<file path="src/rtl/rand_gate_scheduler_if.sv">
// Config, start/stop and gate bundle between a config master and the gate scheduler.
// Latency: wires only, no storage.
// Backpressure: none; the gate output is itself the throttle applied to the channel.
interface rand_gate_scheduler_if #(
    parameter int CNT_W  = 8,
    parameter int DONE_W = 16
);
    logic              cfg_we_i;
    logic [1:0]        cfg_addr_i;
    logic [CNT_W-1:0]  cfg_data_i;
    logic              cfg_err_o;
    logic              start_i;
    logic              stop_i;
    logic              busy_o;
    logic              gate_o;
    logic [DONE_W-1:0] on_done_o;

    // Config master side: drives writes and start/stop, observes status
    modport master (
        output cfg_we_i, cfg_addr_i, cfg_data_i, start_i, stop_i,
        input  cfg_err_o, busy_o, gate_o, on_done_o
    );

    // Scheduler side
    modport slave (
        input  cfg_we_i, cfg_addr_i, cfg_data_i, start_i, stop_i,
        output cfg_err_o, busy_o, gate_o, on_done_o
    );
endinterface

</file>
<file path="src/rtl/rand_gate_scheduler.sv">
// Randomized on/off gate generator: OFF/ON phase lengths drawn by a 16-bit LFSR from programmable windows.
// Latency: start -> busy next cycle, first pass cycle after d_off OFF cycles; all outputs registered.
// Backpressure: none accepted; stop is graceful (OFF cut short, ON always runs to completion).
module rand_gate_scheduler #(
    parameter int          CNT_W       = 8,
    parameter logic [15:0] SEED        = 16'hACE1,
    parameter int          DEF_OFF_MIN = 10,
    parameter int          DEF_OFF_MAX = 20,
    parameter int          DEF_ON_MIN  = 30,
    parameter int          DEF_ON_MAX  = 40,
    parameter int          DONE_W      = 16
) (
    input logic                 clk_i,
    input logic                 a_rst_i,
    rand_gate_scheduler_if.slave bus
);

    // An all-zero Galois LFSR would lock up, so a zero seed is replaced.
    localparam logic [15:0] SEED_EFF = (SEED == 16'h0000) ? 16'h0001 : SEED;
    // Feedback mask for x^16+x^14+x^13+x^11+1 in right-shifting Galois form.
    localparam logic [15:0] LFSR_TAPS = 16'hB400;

    typedef enum logic [1:0] {
        ST_IDLE = 2'd0,
        ST_OFF  = 2'd1,
        ST_ON   = 2'd2
    } state_t;

    state_t             state_q, state_d;
    logic [CNT_W-1:0]   cnt_q, cnt_d;
    logic [15:0]        lfsr_q, lfsr_d;
    logic               gate_q, gate_d;
    logic               busy_q, busy_d;
    logic               pend_q, pend_d;
    logic               err_q, err_d;
    logic [DONE_W-1:0]  done_q, done_d;
    logic [CNT_W-1:0]   off_min_q, off_min_d;
    logic [CNT_W-1:0]   off_max_q, off_max_d;
    logic [CNT_W-1:0]   on_min_q, on_min_d;
    logic [CNT_W-1:0]   on_max_q, on_max_d;
    logic [CNT_W-1:0]   d_off;
    logic [CNT_W-1:0]   d_on;
    logic               stop_now;

    // Scale the low LFSR bits into [mn, mx]; an inverted window collapses to mn.
    function automatic logic [CNT_W-1:0] draw_len(
        input logic [CNT_W-1:0] mn,
        input logic [CNT_W-1:0] mx,
        input logic [CNT_W-1:0] r
    );
        logic [CNT_W:0]   span1;
        logic [2*CNT_W:0] prod;
        logic [CNT_W-1:0] d;
        span1 = (mn > mx) ? (CNT_W+1)'(1) : ({1'b0, mx} - {1'b0, mn} + (CNT_W+1)'(1));
        prod  = {{(CNT_W+1){1'b0}}, r} * {{CNT_W{1'b0}}, span1};
        // The scaled offset never exceeds span, so mn + offset stays within CNT_W bits.
        d     = mn + prod[2*CNT_W-1:CNT_W];
        if (d == '0) begin
            d = CNT_W'(1);
        end
        return d;
    endfunction

    // Free-running LFSR step and the two candidate phase lengths for this cycle
    always_comb begin
        lfsr_d = {1'b0, lfsr_q[15:1]} ^ (lfsr_q[0] ? LFSR_TAPS : 16'h0000);
        d_off  = draw_len(off_min_q, off_max_q, lfsr_q[CNT_W-1:0]);
        d_on   = draw_len(on_min_q, on_max_q, lfsr_q[CNT_W-1:0]);
    end

    // Config register writes (any state) and the window-error flag derived from the new values
    always_comb begin
        off_min_d = off_min_q;
        off_max_d = off_max_q;
        on_min_d  = on_min_q;
        on_max_d  = on_max_q;
        if (bus.cfg_we_i) begin
            case (bus.cfg_addr_i)
                2'd0:    off_min_d = bus.cfg_data_i;
                2'd1:    off_max_d = bus.cfg_data_i;
                2'd2:    on_min_d  = bus.cfg_data_i;
                default: on_max_d  = bus.cfg_data_i;
            endcase
        end
        err_d = (off_min_d > off_max_d) || (on_min_d > on_max_d);
    end

    // Phase sequencing: counter holds remaining cycles of the current phase
    always_comb begin
        state_d  = state_q;
        cnt_d    = cnt_q;
        pend_d   = pend_q;
        done_d   = done_q;
        stop_now = pend_q | bus.stop_i;
        case (state_q)
            ST_IDLE: begin
                pend_d = 1'b0;
                if (bus.start_i && !bus.stop_i && !err_q) begin
                    state_d = ST_OFF;
                    cnt_d   = d_off;
                end
            end
            ST_OFF: begin
                if (stop_now) begin
                    state_d = ST_IDLE;
                    pend_d  = 1'b0;
                end else if (cnt_q <= CNT_W'(1)) begin
                    state_d = ST_ON;
                    cnt_d   = d_on;
                end else begin
                    cnt_d = cnt_q - CNT_W'(1);
                end
            end
            ST_ON: begin
                if (cnt_q <= CNT_W'(1)) begin
                    done_d = (&done_q) ? done_q : done_q + DONE_W'(1);
                    pend_d = 1'b0;
                    if (stop_now) begin
                        state_d = ST_IDLE;
                    end else begin
                        state_d = ST_OFF;
                        cnt_d   = d_off;
                    end
                end else begin
                    cnt_d  = cnt_q - CNT_W'(1);
                    pend_d = stop_now;
                end
            end
            default: begin
                state_d = ST_IDLE;
                pend_d  = 1'b0;
            end
        endcase
        gate_d = (state_d == ST_ON);
        busy_d = (state_d != ST_IDLE);
    end

    // State and output registers; reset forces the gate closed immediately
    always_ff @(posedge clk_i or posedge a_rst_i) begin
        if (a_rst_i) begin
            state_q   <= ST_IDLE;
            cnt_q     <= '0;
            lfsr_q    <= SEED_EFF;
            gate_q    <= 1'b0;
            busy_q    <= 1'b0;
            pend_q    <= 1'b0;
            err_q     <= 1'b0;
            done_q    <= '0;
            off_min_q <= CNT_W'(DEF_OFF_MIN);
            off_max_q <= CNT_W'(DEF_OFF_MAX);
            on_min_q  <= CNT_W'(DEF_ON_MIN);
            on_max_q  <= CNT_W'(DEF_ON_MAX);
        end else begin
            state_q   <= state_d;
            cnt_q     <= cnt_d;
            lfsr_q    <= lfsr_d;
            gate_q    <= gate_d;
            busy_q    <= busy_d;
            pend_q    <= pend_d;
            err_q     <= err_d;
            done_q    <= done_d;
            off_min_q <= off_min_d;
            off_max_q <= off_max_d;
            on_min_q  <= on_min_d;
            on_max_q  <= on_max_d;
        end
    end

    assign bus.gate_o    = gate_q;
    assign bus.busy_o    = busy_q;
    assign bus.cfg_err_o = err_q;
    assign bus.on_done_o = done_q;

endmodule

</file>
<file path="src/flat_wrapper.sv">
// flat-port wrapper written by rule: the top's interface ports become plain ports
module rand_gate_scheduler_flat 
#(
    parameter int          CNT_W       = 8,
    parameter logic [15:0] SEED        = 16'hACE1,
    parameter int          DEF_OFF_MIN = 10,
    parameter int          DEF_OFF_MAX = 20,
    parameter int          DEF_ON_MIN  = 30,
    parameter int          DEF_ON_MAX  = 40,
    parameter int          DONE_W      = 16
)
  (clk_i, a_rst_i, bus_cfg_we_i, bus_cfg_addr_i, bus_cfg_data_i, bus_start_i, bus_stop_i, bus_cfg_err_o, bus_busy_o, bus_gate_o, bus_on_done_o);
  rand_gate_scheduler_if #(.CNT_W(CNT_W), .DONE_W(DONE_W)) bus_i ();
  input logic clk_i;
  input logic a_rst_i;
  input wire logic [$bits(bus_i.cfg_we_i)-1:0] bus_cfg_we_i;
  input wire logic [$bits(bus_i.cfg_addr_i)-1:0] bus_cfg_addr_i;
  input wire logic [$bits(bus_i.cfg_data_i)-1:0] bus_cfg_data_i;
  input wire logic [$bits(bus_i.start_i)-1:0] bus_start_i;
  input wire logic [$bits(bus_i.stop_i)-1:0] bus_stop_i;
  output wire logic [$bits(bus_i.cfg_err_o)-1:0] bus_cfg_err_o;
  output wire logic [$bits(bus_i.busy_o)-1:0] bus_busy_o;
  output wire logic [$bits(bus_i.gate_o)-1:0] bus_gate_o;
  output wire logic [$bits(bus_i.on_done_o)-1:0] bus_on_done_o;
  assign bus_i.cfg_we_i = bus_cfg_we_i;
  assign bus_i.cfg_addr_i = bus_cfg_addr_i;
  assign bus_i.cfg_data_i = bus_cfg_data_i;
  assign bus_i.start_i = bus_start_i;
  assign bus_i.stop_i = bus_stop_i;
  assign bus_cfg_err_o = bus_i.cfg_err_o;
  assign bus_busy_o = bus_i.busy_o;
  assign bus_gate_o = bus_i.gate_o;
  assign bus_on_done_o = bus_i.on_done_o;
  rand_gate_scheduler #(.CNT_W(CNT_W), .SEED(SEED), .DEF_OFF_MIN(DEF_OFF_MIN), .DEF_OFF_MAX(DEF_OFF_MAX), .DEF_ON_MIN(DEF_ON_MIN), .DEF_ON_MAX(DEF_ON_MAX), .DONE_W(DONE_W)) u_core (.clk_i(clk_i), .a_rst_i(a_rst_i), .bus(bus_i));
endmodule
</file>
<file path="config.mk">
export PLATFORM = sky130hd
export DESIGN_NAME = rand_gate_scheduler_flat
export DESIGN_NICKNAME = d
export VERILOG_FILES = /design/src/rtl/rand_gate_scheduler_if.sv /design/src/rtl/rand_gate_scheduler.sv /design/src/flat_wrapper.sv
export SDC_FILE = /design/constraint.sdc
export NUM_CORES = 1
export LEC_CHECK = 0
export CELL_PAD_IN_SITES_DETAIL_PLACEMENT = 1
export CELL_PAD_IN_SITES_GLOBAL_PLACEMENT = 1
export CORE_MARGIN = 8
export CORE_UTILIZATION = 55
export CTS_BUF_LIST = sky130_fd_sc_hd__clkbuf_8
export DETAILED_ROUTE_END_ITERATION = 10
export PLACE_DENSITY_LB_ADDON = 0.1
export SYNTH_ARGS = -nofsm -noshare
export SYNTH_HDL_FRONTEND = slang
export SYNTH_SLANG_ARGS = --single-unit
</file>
<file path="constraint.sdc">
create_clock -name clk_i -period 13.1 [get_ports clk_i]
set_input_delay 2.62 -clock clk_i [delete_from_list [all_inputs] [get_ports clk_i]]
set_output_delay 2.62 -clock clk_i [all_outputs]
set_load 0.01 [all_outputs]
</file>
==> results of run 1 <==
## synth_stat cells (3+ instances only)
cell / number
inv_1: 193
nand2b_1: 7
and3_1: 18
clkbuf_1: 13
nand4_1: 9
nand3_1: 25
nand2_1: 61
o21bai_1: 5
nor3b_1: 5
a21o_1: 16
nor3_1: 10
mux2_2: 24
o211ai_1: 7
dfstp_2: 18
fa_1: 86
o21a_1: 6
nor2_1: 62
nor4_1: 4
nor2b_1: 17
o21ai_0: 37
and2_1: 92
ha_1: 143
xnor2_1: 45
xor2_1: 21
buf_2: 3
mux2i_1: 3
a21oi_1: 43
dfrtp_1: 60
a211oi_1: 4
## routing by layer
| layer | up-vias | routed length [um] | global-route usage, % |
|---|---|---|---|
| met5 | - | 0 | 0 |
| met1 | 3843 | 11700 | 31.1 |
| met4 | 0 | 516 | 7.40 |
| met2 | 113 | 12800 | 42.4 |
| met3 | 39 | 606 | 2.77 |
| li1 | 3594 | - | - |
## how the worst min path moves through the flow
stage / depth (start not counted) / start / end / slack [ns]
floorplan: 0 / u_core.lfsr_q[9]$_DFF_PP0_ / u_core.lfsr_q[8]$_DFF_PP0_ / 0.33
global placement: 0 / u_core.lfsr_q[12]$_DFF_PP0_ / u_core.lfsr_q[11]$_DFF_PP1_ / 0.33
detailed placement: 0 / u_core.lfsr_q[9]$_DFF_PP0_ / u_core.lfsr_q[8]$_DFF_PP0_ / 0.35
CTS: 0 / u_core.lfsr_q[9]$_DFF_PP0_ / u_core.lfsr_q[8]$_DFF_PP0_ / 0.37
global route: 0 / u_core.lfsr_q[8]$_DFF_PP0_ / u_core.lfsr_q[7]$_DFF_PP1_ / 0.38
finish: 0 / u_core.lfsr_q[9]$_DFF_PP0_ / u_core.lfsr_q[8]$_DFF_PP0_ / 0.37
## cell families (layout without fill, tap and decap cells)
family	count (synthesis)	in the layout	synth area share, %
simple gates	324	324	17.4
fa+ha+maj	230	230	35.4
buf+inv	211	247	8.04
compound gates	150	150	10.0
flops	78	78	19.9
xor+xnor	68	68	6.27
mux	27	27	3.02
## report_power, final
group / switching, mW / internal [mW] / leakage [nW]
clock network: 0.102 / 0.0907 / 0.105
logic: 0.397 / 0.224 / 4.62
registers: 0.0410 / 0.281 / 0.961
## final cells by class
class / count / area, um^2 / area share, %
Multi-Input combinational cell: 799 / 7160 / 66.8
Sequential cell: 78 / 1970 / 18.4
Inverter: 193 / 726 / 6.77
Timing Repair Buffer: 38 / 368 / 3.43
Tap cell: 229 / 287 / 2.67
Clock buffer: 9 / 124 / 1.16
Clock inverter: 7 / 78.8 / 0.735
## sequential cells by signal, summed over array words and instances, names as in the netlist
signal and cells:
u_core.on_min_q 8, u_core.bus.busy_o 1, u_core.bus.on_done_o 16, u_core.off_min_q 8, u_core.lfsr_q 16, u_core.bus.gate_o 1, u_core.bus.cfg_err_o 1, u_core.pend_q 1
u_core.state_q 2, u_core.cnt_q 8, u_core.off_max_q 8, u_core.on_max_q 8
## stage by stage
stage,hold WS (ns),instances,utilization (%),cell area [um^2]
after floorplan,0.331,1088,-,9940
after global placement,0.335,1337,59.0,10500
after detailed placement,0.347,1337,59.0,10500
after CTS,0.366,1353,60.1,10700
after global routing,0.381,1353,60.1,10700
final,0.367,1353,60.1,10700
==> reports/metrics.yaml, run 1 <==
critical_path:
  crit_arrival_ns: 8.79
  cp_num_cells: 34
  critPathTopFamily: "adder cells"
  worstReg2RegStart: "u_core.on_min_q[1]$_DFF_PP1_"
  cp_num_buf_inv: 7
  cp-endpoint: "u_core.cnt_q[0]$_DFFE_PP0P_"
  r2r_cells: 34
  timing_worst_setup_path_type: "reg -> reg"
  critPathRequiredTime_ns: 13.37
  cp-start-kind: "register"
  rrSetupSlack_ns: 4.57
  end_kind: "register"
  reg2reg_to: "u_core.cnt_q[0]$_DFFE_PP0P_"
  startpoint: "u_core.on_min_q[1]$_DFF_PP1_"
  max_stage_delay_ns: 0.62
  cp_common_cell: "inv_1"
  crit_fanout: 8
  cpMaxStageDelayCell: "dfstp_2"
sta:
  period_minus_slack_ns: 8.53
  setup_viol: 0
  layout_setup_ws_ns: 4.57
  setup_tns_ns: 0
  relSlewSlack_pct: 39.7
  finalHoldViolations: 0
  skew_ns: 0.00881
  maxSlewViolCount: 0
  worstMarginPinSlew_ns: 0.904
  rsz0062_at_grt: "false"
  max_freq_mhz: 117
  finalCritPeriodShare_pct: 65.1
yosys:
  syn_nets: 1332
  ys_ff_latch: 78
  yosys.area.top_type_share_pct: 18.0
  ys.flop_type: "dfrtp_1"
  netlist_instances: 1088
  yosysSeqAreaShare_pct: 19.9
  synth.area.top_cells: "ha_1 18%, fa_1 17%, dfrtp_1 15%"
  synth_cell_types: 68
  syn_avg_cell_area_um2: 9.13
  yosys_warnings: 0
  synth_top_area_cell: "ha_1"
  syn_area_um2: 9940
  synth_edf_count: 0
  synth-async-reset-ratio_pct: 100
route:
  vias_per_cell: 5.61
  routedWlPerCell_um: 19.0
  dr.pass1.iters: 4
  drc: 0
  ant_nets: 0
  route.vias.total: 7589
  drt_wl_total_um: 25700
  drt_iter0_drc: 239
layout:
  mostFrequentLayoutCells: "192 x inv_1, 143 x ha_1, 92 x and2_1"
  drive_gt1_share_pct: 7.03
  syn2layout_area_growth_pct: 7.88
  mostFrequentLayoutCell: "inv_1"
  nNetsFinal: 1363
  nFillCells: 2076
  antenna_cells: 0
floorplanning:
  die_w_um: 150
  start_util_pct: 55.7
  core-area_um2: 17800
  rows: 49
  fp.dieArea_um2: 22600
  die-height_um: 150
  ios: 34
grt:
  grt_pass1_vias: 8568
  grt_max_degree: 70
  grt_pass1_wl_um: 43400
  track_usage_pct: 24.3
  grt_overflow_total: 0
  antenna_found_initial: 0
power_and_ir_drop:
  power_mw: 1.14
  power.leakage_nw: 5.69
  peakVddDrop_v: 0.000116
  pwr_density_cell_nw_per_um2: 106
placement:
  place_hpwl_um: 20700
  place_ws_ns: 4.57
  place_congestion: 0.845
  port_buffers: 33
cts:
  postCtsSetupBuffers: 0
  cts_buffers: 9
  cts-hold-fix-buffers: 0
  clk_latency_ns: 0.38
  cts_tree: "yes"
  cts_sinks: 78
  ctsResizeCount: 0
  max-clock-path-buffers: 2
  clk_pin_slew_worst_paths_ns: 0.08
  clockRootBuffer: "clkbuf_8"
  cts_htree_levels: 3
worst_hold_path:
  hold_path.class: "reg -> reg"
run:
  maxCapViolations: 0
status:
  status: "finished clean"
Note: power is estimated with default switching activity, not from simulation.
==> run 2: changes to the inputs <==
- CORE_UTILIZATION: 55 -> 51
- clock period: 13.1 -> 8.05 ns (I/O delays scaled with it)
==> run 2 against run 1 <==
- first-iteration DRC count up 50%
- cell count up 6.1%
- final area up 6.3%
- die area increased by 7.0%
- critical path depth decreased by 2
- combinational power grew 95%
==> reports/metrics.yaml, run 2 (synthesized netlist as in run 1, its figures left out) <==
grt:
  grt_pass1_vias: 8750  # was 8,568
  antenna_found_initial: 0  # unchanged
  track_usage_pct: 23.0  # was 24.3%
  grt_pass1_wl_um: 44200  # was 43,400 um
  grt_overflow_total: 0  # unchanged
  grt_max_degree: 79  # was 70
floorplanning:
  fp.dieArea_um2: 24200  # was 22,600 um^2
  rows: 51  # was 49
  core-area_um2: 19300  # was 17,800 um^2
  start_util_pct: 51.6  # was 55.7%
  die_w_um: 156  # was 150 um
  ios: 34  # unchanged
  die-height_um: 156  # was 150 um
layout:
  multi_input_comb_area_um2: 7460  # was 7160 um^2
  final_design_area_no_fill_um2: 11400  # was 10,700 um^2
  syn2layout_area_growth_pct: 14.7  # was 7.88%
  mostFrequentLayoutCell: "inv_1"  # unchanged
  postLayoutCoreUtil_pct: 59.1  # was 60.1%
  regArea_um2: 1970  # unchanged
  drive_gt1_share_pct: 15.1  # was 7.03%
  antenna_cells: 0  # unchanged
  nNetsFinal: 1410  # was 1,363
  nFillCells: 2229  # was 2,076
  mostFrequentLayoutCells: "191 x inv_1, 135 x ha_1, 92 x and2_1"  # was 192 x inv_1, 143 x ha_1, 92 x and2_1
  layout.cells.non_filler: 1436  # was 1,353
sta:
  maxSlewViolCount: 0  # unchanged
  worstMarginPinSlew_ns: 1.01  # was 0.904 ns
  setup_viol: 0  # unchanged
  finalHoldViolations: 0  # unchanged
  hold_ws_ns: 0.355  # was 0.367 ns
  period_minus_slack_ns: 7.74  # was 8.53 ns
  rsz0062_at_grt: "true"  # was false
  skew_ns: 0.0133  # was 0.00881 ns
  setup_tns_ns: 0  # unchanged
  finalCritPeriodShare_pct: 96.1  # was 65.1%
  max_freq_mhz: 129  # was 117 MHz
  relSlewSlack_pct: 32.5  # was 39.7%
  layout_setup_ws_ns: 0.310  # was 4.57 ns
placement:
  place_congestion: 0.822  # was 0.845
  place_hpwl_um: 21500  # was 20,700 um
  port_buffers: 33  # unchanged
  dp_cells: 1419  # was 1,337
  placed_area_um2: 10900  # was 10,500 um^2
  place_ws_ns: -0.249  # was 4.57 ns
cts:
  cts_tree: "yes"  # unchanged
  clk_pin_slew_worst_paths_ns: 0.09  # was 0.08 ns
  cts_htree_levels: 3  # unchanged
  clockRootBuffer: "clkbuf_8"  # unchanged
  cts_buffers: 9  # unchanged
  clk_latency_ns: 0.38  # about the same
  max-clock-path-buffers: 2  # unchanged
  cts_sinks: 78  # unchanged
critical_path:
  cp_num_buf_inv: 6  # was 7
  rrSetupSlack_ns: 0.31  # was 4.57 ns
  end_kind: "register"  # unchanged
  max_stage_delay_ns: 0.57  # was 0.62 ns
  cpMaxStageDelayCell: "dfstp_2"  # unchanged
  crit_fanout: 7  # was 8
  timing_worst_setup_path_type: "reg -> reg"  # unchanged
  critPathRequiredTime_ns: 8.31  # was 13.37 ns
  critPathTopFamily: "adder cells"  # unchanged
  crit_arrival_ns: 8.00  # was 8.79 ns
  cp-start-kind: "register"  # unchanged
route:
  ant_nets: 0  # unchanged
  drc: 0  # unchanged
  dr.pass1.iters: 4  # unchanged
  route.vias.total: 7837  # was 7,589
  drt_wl_total_um: 26600  # was 25,700 um
  drt_iter0_drc: 359  # was 239
  vias_per_cell: 5.46  # was 5.61
  routedWlPerCell_um: 18.5  # was 19.0 um
power_and_ir_drop:
  power.leakage_nw: 5.96  # was 5.69 nW
  power_mw: 2.02  # was 1.14 mW
  peakVddDrop_v: 0.000134  # was 0.000116 V
  pwr_density_cell_nw_per_um2: 177  # was 106 nW/um^2
worst_hold_path:
  hold_path.class: "reg -> reg"  # unchanged
status:
  status: "finished clean"  # unchanged
run:
  maxCapViolations: 0  # unchanged
-- run 2: report_power, final --
part | internal [mW] | leakage (nW) | total (mW) | switching, mW
Clock | 0.120 | 0.0936 | 0.294 | 0.174
Combinational | 0.494 | 4.91 | 1.21 | 0.713
Sequential | 0.457 | 0.961 | 0.521 | 0.0638
Total | 1.07 | 5.96 | 2.02 | 0.950
-- run 2: cell type report --
type | instances | area share, %
sequential | 78 | 17.3
multi-input combinational | 799 | 65.4
tap | 265 | 2.91
timing repair buffer | 85 | 6.32
clock inverter | 7 | 0.549
inverter | 193 | 6.37
clock buffer | 9 | 1.09
-- run 2: path summary, 6_finish.rpt --
path,from,to,cells after the start
max,u_core.on_min_q[1]$_DFF_PP1_,u_core.cnt_q[0]$_DFFE_PP0P_,32
min,u_core.lfsr_q[9]$_DFF_PP0_,u_core.lfsr_q[8]$_DFF_PP0_,0
min reg2reg,u_core.lfsr_q[9]$_DFF_PP0_,u_core.lfsr_q[8]$_DFF_PP0_,0
min in group asynchronous,a_rst_i,u_core.lfsr_q[14]$_DFF_PP0_,3
max reg2reg,u_core.on_min_q[1]$_DFF_PP1_,u_core.cnt_q[0]$_DFFE_PP0P_,32
max in group asynchronous,a_rst_i,u_core.lfsr_q[4]$_DFF_PP0_,3
-- run 2: per-layer routing --
metal	track usage (%)	vias up	wire length (um)	part of all wire (%)
li1	-	3698	-	-
met1	29.3	3970	12000	45
met2	40.0	129	13200	50
met3	3.35	40	844	3.2
met4	6.01	0	554	2.1
met5	0	-	0	0
-- run 2: timing repair --
item | in CTS | in global routing
buffers inserted | 0 | 1
hold buffers | 0 | 0
resized for setup | 14 | 51
pin swaps | 1 | 26
setup endpoints to repair | 4 | 5
